### config.mk
export PLATFORM = sky130hd
export DESIGN_NAME = ir_transmit_flat
export DESIGN_NICKNAME = d
export VERILOG_FILES = /design/src/rtl/ir_nec_pkg.sv /design/src/rtl/ir_transmit_if.sv /design/src/rtl/ir_carrier_gen.sv /design/src/rtl/ir_transmit.sv /design/src/flat_wrapper.sv
export SDC_FILE = /design/constraint.sdc
export NUM_CORES = 1
export LEC_CHECK = 0
export BUFFER_PORTS_ARGS = -buffer_cell sky130_fd_sc_hd__buf_2
export CORE_MARGIN = 2
export CORE_UTILIZATION = 47
export CTS_BUF_LIST = sky130_fd_sc_hd__clkbuf_16
export CTS_CLUSTER_DIAMETER = 40
export DETAILED_ROUTE_END_ITERATION = 16
export PLACE_DENSITY = 0.72
export SETUP_SLACK_MARGIN = 0.2
export SYNTH_ARGS = -nofsm -noshare
export SYNTH_HDL_FRONTEND = slang
export SYNTH_SLANG_ARGS = --single-unit
### constraint.sdc
create_clock -name iCLK -period 4 [get_ports iCLK]
set_input_delay 0.4 -clock iCLK [delete_from_list [all_inputs] [get_ports iCLK]]
set_output_delay 0.4 -clock iCLK [all_outputs]
set_load 0.01 [all_outputs]
### src/rtl/ir_nec_pkg.sv
// NEC IR protocol definitions shared by the transmitter and receiver.
package ir_nec_pkg;

  typedef enum logic [2:0] {
    IDLE,
    LEAD_MARK,
    LEAD_SPACE,
    BIT_MARK,
    BIT_SPACE,
    STOP_MARK,
    GAP
  } nec_state_e;

  localparam int unsigned LEAD_MARK_UNITS  = 16;
  localparam int unsigned LEAD_SPACE_UNITS = 8;
  localparam int unsigned BIT_MARK_UNITS   = 1;
  localparam int unsigned ZERO_SPACE_UNITS = 1;
  localparam int unsigned ONE_SPACE_UNITS  = 3;
  localparam int unsigned STOP_MARK_UNITS  = 1;
  localparam int unsigned NEC_BITS         = 32;

  // Remote key codes, layout {~cmd, cmd, addr_hi, addr_lo}.
  localparam logic [31:0] KEY_O = 32'hED126B86;

  // Mark states pull the baseband line low.
  function automatic logic is_mark(nec_state_e s);
    return (s == LEAD_MARK) || (s == BIT_MARK) || (s == STOP_MARK);
  endfunction

endpackage

### src/rtl/ir_transmit_if.sv
// Request/status bundle between a frame source and the NEC transmitter.
interface ir_transmit_if;
  logic        iSTART;
  logic [31:0] iDATA;
  logic        oBUSY;
  logic        oDONE;
  logic        oIRDA;
  logic        oIR_LED;

  modport master (
    output iSTART, iDATA,
    input  oBUSY, oDONE, oIRDA, oIR_LED
  );

  modport slave (
    input  iSTART, iDATA,
    output oBUSY, oDONE, oIRDA, oIR_LED
  );
endinterface

### src/rtl/ir_carrier_gen.sv
// 38 kHz carrier for the IR LED: high for the first CARRIER_DIV/3 clocks of each period.
// The phase restarts whenever iEN rises, so every mark opens with a high half-cycle.
module ir_carrier_gen #(
  parameter int unsigned CARRIER_DIV = 1316
) (
  input  logic iCLK,
  input  logic iRST_n,
  input  logic iEN,
  output logic oCARRIER
);

  localparam int unsigned CntW       = (CARRIER_DIV > 1) ? $clog2(CARRIER_DIV) : 1;
  localparam int unsigned HighCycles = CARRIER_DIV / 3;

  logic [CntW-1:0] cnt_q, cnt_d;
  logic            en_q;
  logic            car_q;

  // Period counter value for the upcoming cycle; zero on the first enabled cycle.
  always_comb begin
    cnt_d = '0;
    if (iEN && en_q) begin
      cnt_d = (cnt_q == CntW'(CARRIER_DIV - 1)) ? '0 : cnt_q + 1'b1;
    end
  end

  // Counter, enable history and registered carrier output.
  always_ff @(posedge iCLK or negedge iRST_n) begin
    if (!iRST_n) begin
      cnt_q <= '0;
      en_q  <= 1'b0;
      car_q <= 1'b0;
    end else begin
      cnt_q <= cnt_d;
      en_q  <= iEN;
      car_q <= iEN && (cnt_d < CntW'(HighCycles));
    end
  end

  assign oCARRIER = car_q;

endmodule

### src/rtl/ir_transmit.sv
// NEC infrared transmitter: leader, 32 pulse-distance bits LSB first, stop mark, then a
// fixed idle gap before oDONE. Define IR_CARRIER_EN to modulate oIR_LED with a 38 kHz
// carrier during marks; otherwise oIR_LED is the inverted baseband envelope.
module ir_transmit
  import ir_nec_pkg::*;
#(
  parameter int unsigned UNIT_CYCLES = 28125,
  parameter int unsigned GAP_UNITS   = 72,
  parameter int unsigned CARRIER_DIV = 1316
) (
  input  logic         iCLK,
  input  logic         iRST_n,
  ir_transmit_if.slave bus
);

  localparam int unsigned CycW    = $clog2(UNIT_CYCLES);
  localparam int unsigned UnitMax = (GAP_UNITS > LEAD_MARK_UNITS) ? GAP_UNITS : LEAD_MARK_UNITS;
  localparam int unsigned UnitW   = $clog2(UnitMax);

  localparam logic [CycW-1:0] CycLast = CycW'(UNIT_CYCLES - 1);

  nec_state_e       state_q, state_d;
  logic [CycW-1:0]  cyc_q, cyc_d;
  logic [UnitW-1:0] unit_q, unit_d;
  logic [5:0]       bit_q, bit_d;
  logic [31:0]      shift_q, shift_d;
  logic             irda_q, busy_q, done_q;

  int unsigned      dur;
  logic [UnitW-1:0] dur_m1;
  logic             tick, unit_last, state_end;

  // Length of the current state in units; a bit space depends on the bit being sent.
  always_comb begin
    dur = 1;
    case (state_q)
      LEAD_MARK:  dur = LEAD_MARK_UNITS;
      LEAD_SPACE: dur = LEAD_SPACE_UNITS;
      BIT_MARK:   dur = BIT_MARK_UNITS;
      BIT_SPACE:  dur = shift_q[0] ? ONE_SPACE_UNITS : ZERO_SPACE_UNITS;
      STOP_MARK:  dur = STOP_MARK_UNITS;
      GAP:        dur = GAP_UNITS;
      default:    dur = 1;
    endcase
    dur_m1 = UnitW'(dur - 1);
  end

  // Next-state logic: unit timing, bit sequencing and the start handshake.
  always_comb begin
    state_d   = state_q;
    cyc_d     = '0;
    unit_d    = '0;
    bit_d     = bit_q;
    shift_d   = shift_q;
    tick      = (cyc_q == CycLast);
    unit_last = (unit_q == dur_m1);
    state_end = tick && unit_last;

    if (state_q != IDLE) begin
      cyc_d  = tick ? '0 : cyc_q + 1'b1;
      unit_d = unit_q;
      if (tick) begin
        unit_d = unit_last ? '0 : unit_q + 1'b1;
      end
    end

    case (state_q)
      IDLE: begin
        if (bus.iSTART) begin
          shift_d = bus.iDATA;
          bit_d   = '0;
          state_d = LEAD_MARK;
        end
      end
      LEAD_MARK:  if (state_end) state_d = LEAD_SPACE;
      LEAD_SPACE: if (state_end) state_d = BIT_MARK;
      BIT_MARK:   if (state_end) state_d = BIT_SPACE;
      BIT_SPACE: begin
        if (state_end) begin
          shift_d = {1'b0, shift_q[31:1]};
          bit_d   = bit_q + 6'd1;
          state_d = (bit_q == 6'(NEC_BITS - 1)) ? STOP_MARK : BIT_MARK;
        end
      end
      STOP_MARK:  if (state_end) state_d = GAP;
      GAP:        if (state_end) state_d = IDLE;
      default:    state_d = IDLE;
    endcase
  end

  // State, counters and registered outputs; outputs mirror the state being entered.
  always_ff @(posedge iCLK or negedge iRST_n) begin
    if (!iRST_n) begin
      state_q <= IDLE;
      cyc_q   <= '0;
      unit_q  <= '0;
      bit_q   <= '0;
      shift_q <= '0;
      irda_q  <= 1'b1;
      busy_q  <= 1'b0;
      done_q  <= 1'b0;
    end else begin
      state_q <= state_d;
      cyc_q   <= cyc_d;
      unit_q  <= unit_d;
      bit_q   <= bit_d;
      shift_q <= shift_d;
      irda_q  <= !is_mark(state_d);
      busy_q  <= (state_d != IDLE);
      done_q  <= (state_q == GAP) && (state_d == IDLE);
    end
  end

  assign bus.oIRDA = irda_q;
  assign bus.oBUSY = busy_q;
  assign bus.oDONE = done_q;

`ifdef IR_CARRIER_EN
  logic carrier;

  ir_carrier_gen #(
    .CARRIER_DIV(CARRIER_DIV)
  ) u_carrier (
    .iCLK    (iCLK),
    .iRST_n  (iRST_n),
    .iEN     (is_mark(state_d)),
    .oCARRIER(carrier)
  );

  assign bus.oIR_LED = carrier;
`else
  assign bus.oIR_LED = ~irda_q;
`endif

endmodule

### src/flat_wrapper.sv
// flat-port wrapper written by rule: the top's interface ports become plain ports
module ir_transmit_flat import ir_nec_pkg::*;
#(
  parameter int unsigned UNIT_CYCLES = 28125,
  parameter int unsigned GAP_UNITS   = 72,
  parameter int unsigned CARRIER_DIV = 1316
)
  (iCLK, iRST_n, bus_iSTART, bus_iDATA, bus_oBUSY, bus_oDONE, bus_oIRDA, bus_oIR_LED);
  ir_transmit_if bus_i ();
  input  logic iCLK;
  input  logic iRST_n;
  input wire logic [$bits(bus_i.iSTART)-1:0] bus_iSTART;
  input wire logic [$bits(bus_i.iDATA)-1:0] bus_iDATA;
  output wire logic [$bits(bus_i.oBUSY)-1:0] bus_oBUSY;
  output wire logic [$bits(bus_i.oDONE)-1:0] bus_oDONE;
  output wire logic [$bits(bus_i.oIRDA)-1:0] bus_oIRDA;
  output wire logic [$bits(bus_i.oIR_LED)-1:0] bus_oIR_LED;
  assign bus_i.iSTART = bus_iSTART;
  assign bus_i.iDATA = bus_iDATA;
  assign bus_oBUSY = bus_i.oBUSY;
  assign bus_oDONE = bus_i.oDONE;
  assign bus_oIRDA = bus_i.oIRDA;
  assign bus_oIR_LED = bus_i.oIR_LED;
  ir_transmit #(.UNIT_CYCLES(UNIT_CYCLES), .GAP_UNITS(GAP_UNITS), .CARRIER_DIV(CARRIER_DIV)) u_core (.iCLK(iCLK), .iRST_n(iRST_n), .bus(bus_i));
endmodule
======== Yosys cells after proc, flatten, opt, wreduce, memory -nomap -nowiden ========
Cells that the tools add are included.
storage, ports and cells
  register bits after elaboration ......... 66
  output and inout port bits .............. 4
  logic and storage cells ................. 61
operators by class
  add/sub/neg operators ................... 4
  equality and inequality tests ........... 15
  multiplexer cells ....................... 22
  bitwise logic cells ..................... 1
  reduce and logical (&&, ||, !) cells .... 11
operator list
  kind                                                  number
  two-way mux 32 bit                                    2
  case mux 32 bit (2 select lines)                      1
  two-way mux 15 bit                                    2
  case mux 7 bit (4 select lines)                       1
  two-way mux 3 bit                                     8
  two-way mux 7 bit                                     3
  case mux 3 bit (7 select lines)                       1
  adder 15 x 1 -> 15 bit (second input constant)        1
  equality test 15 bit (second input constant)          1
  equality test 3 bit (second input constant)           4
  two-way mux 6 bit                                     2
  case mux 6 bit (2 select lines)                       1
  equality test 3 x 2 -> 1 bit (second input constant)  3
  adder 7 x 1 -> 7 bit (second input constant)          1
  equality test 7 bit                                   1
  subtractor 7 x 1 -> 7 bit (second input constant)     1
  adder 6 x 1 -> 6 bit (second input constant)          1
  equality test 3 x 1 -> 1 bit (second input constant)  2
  equality test 6 x 5 -> 1 bit (second input constant)  1
  zero test 3 bit                                       2
  nonzero test 3 bit                                    2
  != test 2 x 1 -> 1 bit (second input constant)        2
  AND reduction 3 bit                                   1
  logical AND 1 bit                                     2
  other kinds (6)                                       7

======== Logic depth before layout (Yosys ltp) ========
  depth after elaboration ................. 11
  mapped depth ............................ 14
  mapped depth without buffers ............ 11

======== Least setup slack after synthesis ========
No wires, ideal clock.
  path type ............................... register -> register
  from .................................... reg u_core.state_q[1]
  to ...................................... reg u_core.state_q[1]
  library setup time ...................... 0.125 ns
  arrival time ............................ 2.830 ns
  data required time ...................... 3.875 ns
  path slack .............................. 1.045 ns
  cell stages (with the launch flop) ...... 12
  period minus slack after synthesis ...... 2.955 ns
  cell sequence ........................... dfrtp_1 > buf_4 > nor2b_2 > or2_2 > ha_1 > ha_1 > xnor2_1 > nor4_1 > o21a_1 > nand3_2 > maj3_2 > mux2_2
on the way
  longest elaborated chain between the ends .. 7
  elaborated cells between the ends (all ways) .. 19
ends and longest elaborated chain
  item                                         RTL line                              source
  start: declaration                           ir_transmit.sv:22                     nec_state_e state_q, state_d;
  start signal: assignment                     ir_transmit.sv:103                    state_q <= state_d;
  equality test 3 bit (tied with other cells)  ir_transmit.sv:36, ir_transmit.sv:67
  case mux 7 bit (4 select lines)              ir_transmit.sv:36                     case (state_q)
  subtractor 7 x 1 -> 7 bit                    ir_transmit.sv:45                     dur_m1 = UnitW'(dur - 1);
  equality test 7 bit                          ir_transmit.sv:56                     unit_last = (unit_q == dur_m1);
  logical AND 1 bit                            ir_transmit.sv:57                     state_end = tick && unit_last;
  two-way mux 3 bit (tied with other cells)    ir_transmit.sv:86                     GAP: if (state_end) state_d = IDLE;
  case mux 3 bit (7 select lines) *            ir_transmit.sv:67                     case (state_q)
  via u_core.state_d[1]                        ir_transmit.sv:22
The timed path passes the listed nets; every way through them passes the cells marked *.
A chain may end at the register's enable or synchronous reset.

======== Worst setup path after layout ========
  from .................................... reg u_core.state_q[1]
  to ...................................... reg u_core.shift_q[19]
on the way
  longest elaborated chain between the ends .. 7
  elaborated cells between the ends (all ways) .. 14
ends and longest elaborated chain
  item                                         RTL line            source
  equality test 3 bit (tied with other cells)  ir_transmit.sv:36
  case mux 7 bit (4 select lines)              ir_transmit.sv:36
  subtractor 7 x 1 -> 7 bit                    ir_transmit.sv:45
  equality test 7 bit                          ir_transmit.sv:56
  logical AND 1 bit                            ir_transmit.sv:57
  != test 2 x 1 -> 1 bit (no line)             n/a
  AND reduction 3 bit (no line)                n/a
  end signal: assignment                       ir_transmit.sv:107  shift_q <= shift_d;
  end: declaration                             ir_transmit.sv:26   logic [31:0] shift_q, shift_d;
Parallel ways exist; a longest one is shown, timed or not.

==> results.yml <==
die:
  die_area_um2: 7561
  ios: 39
  num_rows: 30
  core_um2: 6719
  initial_utilization_pct: 48.14
  die_w_um: 86.96
  die_y_um: 86.96
synthesis:
  synth.yosys.seq_area_share_pct: 51.10
  syn-cell-area_um2: 3234
  yosys.cell_types.count: 42
  synth_edf_count: 0
  syn-num-nets: 381
  synth_warnings: 0
  synthCells: 340
  synth_top_cell_area_share_pct: 50.29
  synth_seq_cells: 66
  synth_top_cells_by_count: "dfrtp_1 (65), nor2_1 (58), a21oi_1 (39)"
  yosys.area.top_type: "dfrtp_1"
  synthFlopType: "dfrtp_1"
  syn_area_per_cell_um2: 9.513
  synth.most_common_cell: "dfrtp_1"
  synth_area_leaders: "dfrtp_1 (50%), nor2_1 (6.7%), a21oi_1 (6.0%), o22ai_1 (6.0%), xnor2_1 (3.0%)"
  synthArstFlopShare_pct: 100.0
pwr:
  ir_drop_uv: 247.1
  p_seq_share_pct: 43.4
  p_sw_mw: 0.4461
  sw_frac_of_total_pct: 23.61
  power_density_nw_per_um2: 497.6
  clockPowerShare_pct: 47.8
  p_leak_nw: 1.646
  p_comb_share_pct: 8.8
  p_int_mw: 1.443
clock_network:
  cts_buffer_depth: 2
  cts_tree: "yes"
  cts_setup_buffers: 0
  cts_buffers: 9
  clkSlewWorstSetupHoldPaths_ps: 60
  clk_latency_ps: 340
  cts_resized: 0
  h-tree-depth: 3
  cts-root-buf: "clkbuf_16"
  cts.sinks: 66
  hold_buffers: 0
sta:
  worstMarginPinSlew_ps: 1149
  fmax_mhz: 289.8
  tns_ps: 0
  setup_viol: 0
  min_period_ps: 3451
  relSlewSlack_pct: 23.21
  fin_ws_ps: 548.9
  slew_violations: 0
  hold_viol_final: 0
  fin_skew_ps: 6.070
  rsz0062_at_grt: "false"
  fin_crit_sh_pct: 86.28
min_path:
  hold_class: "primary input to asynchronous set/reset pin"
global_routing:
  grt_max_degree: 46
  grt_pass1_wl_mm: 11.37
  grt_overflow: 0
  grt_pass1_vias: 2489
  antenna_found_initial: 0
  grt_usage_pct: 19.33
layout:
  diodes: 0
  layout-drive-gt1-share_pct: 17.68
  design_area_um2: 3797
  fin_util_pct: 56.52
  fillCellCount: 592
  syn2layout_area_growth_pct: 17.41
  fin_cells: 459
  multi_input_area_um2: 1446
  ff_latch_area_um2: 1653
  nNetsFinal: 415
run_status:
  status: "finished clean"
critical_path:
  cp_num_cells: 11
  worst-path-max-fanout: 45
  cp_slowest_stage_delay_ps: 510
  r2r_cells: 11
  reg2reg_from: "u_core.state_q[1]"
  end_kind: "register"
  r2r_end: "u_core.shift_q[19]"
  cp_common_cell: "ha_1"
  critPathRequiredTime_ps: 4260
  worstSetupPathType: "register to register"
  crit_slowest_cell: "dfrtp_1"
  crit_path_start: "u_core.state_q[1]"
  arrival_ps: 3710
  crit_family: "simple AND/OR/NAND/NOR gates"
  crit_path_cell_trace: "nor2b_2, or2_2, ha_1, ha_1, xnor2_1, and3_1, or3_1, nand4_1, buf_4, o22ai_1, a21oi_1"
  cp-start-kind: "register"
  worst-path-buf-inv: 1
  reg2reg_slack_ps: 550
drt:
  drc: 0
  routed_wl_mm: 6.526
  drtPass1Iterations: 4
  avgRoutedWirePerCell_um: 14.22
  vias_per_cell: 5.586
  num_vias: 2564
  drt_iter0_markers: 139
  postRouteAntennaNets: 0
placement:
  pre_cts_slack_ps: 592.1
  dpl-instance-area_um2: 3453
  place_congestion: 0.8693
  hpwlAfterDp_mm: 4.283
  port_buffers: 38
  place_inst: 443
job:
  maxCapViolations: 0
-- state kept, by name, indices dropped and copies added, names as in the netlist --
name / flops
u_core.bus.oIRDA: 1
u_core.unit_q: 7
u_core.cyc_q: 15
u_core.bus.oDONE: 1
u_core.state_q: 3
u_core.shift_q: 32
u_core.bus.oBUSY: 1
u_core.bit_q: 6
-- power by group through the flow --
stage / Clock [mW] / Sequential [mW] / Combinational (mW)
after floorplan: 0 / 0.812 / 0.119
after global placement: 0 / 0.823 / 0.162
after detailed placement: 0 / 0.828 / 0.166
after CTS: 0.919 / 0.819 / 0.169
after global routing: 0.940 / 0.831 / 0.196
final: 0.903 / 0.821 / 0.165
-- kinds of logic after synthesis --
logic type,share of synthesized area [%]
AOI/OAI and AO/OA,15.01
xor gates and xnor gates,5.686
muxes,0.3481
buffers and inverters,4.178
adders and majority gates,2.669
DFF,51.10
and+or+nand+nor,21.01
-- worst max path at each step --
stage / slack (ps) / endpoint
detailed placement: 590 / u_core.shift_q[19]
finish: 550 / u_core.shift_q[19]
global route: 300 / u_core.shift_q[19]
floorplan: 1040 / u_core.state_q[1]
CTS: 580 / u_core.shift_q[19]
global placement: 710 / u_core.shift_q[19]
-- cell type report --
class | count | area share, %
timing repair buffer | 42 | 5.799
inverter | 9 | 0.8896
clock inverter | 7 | 3.130
sequential | 66 | 43.53
tap | 80 | 2.636
clock buffer | 9 | 5.931
multi-input combinational | 246 | 38.09
-- layer usage --
| layer | routed length [µm] | GRT usage, % |
|---|---|---|
| met3 | 196 | 3.507 |
| met5 | 0 | 0 |
| met1 | 3030 | 25.31 |
| met2 | 3178 | 30.33 |
| met4 | 121 | 10.65 |
-- through the flow --
step / total power, mW / hold slack (ps)
floorplan: 0.9307 / 104.4
detailed placement: 0.9948 / 496.3
CTS: 1.907 / 204.6
global placement: 0.9853 / 472.3
global route: 1.967 / 239.8
finish: 1.890 / 174.8
-- cell usage in the layout (no fill, tap or decap), types with 4 or more instances in the layout --
cell type	Yosys	routed
a21oi_1	39	39
and3_1	4	4
buf_2	6	38
buf_4	6	4
clkbuf_16	0	9
dfrtp_1	65	65
ha_1	6	6
inv_1	9	10
nand2_1	17	17
nand3_1	15	15
nand4_1	8	8
nor2_1	58	58
nor3_1	6	6
o21ai_0	4	4
o22ai_1	31	31
or3_1	7	7
xnor2_1	11	11
xor2_1	10	10
(Power assumes the default switching activity.)
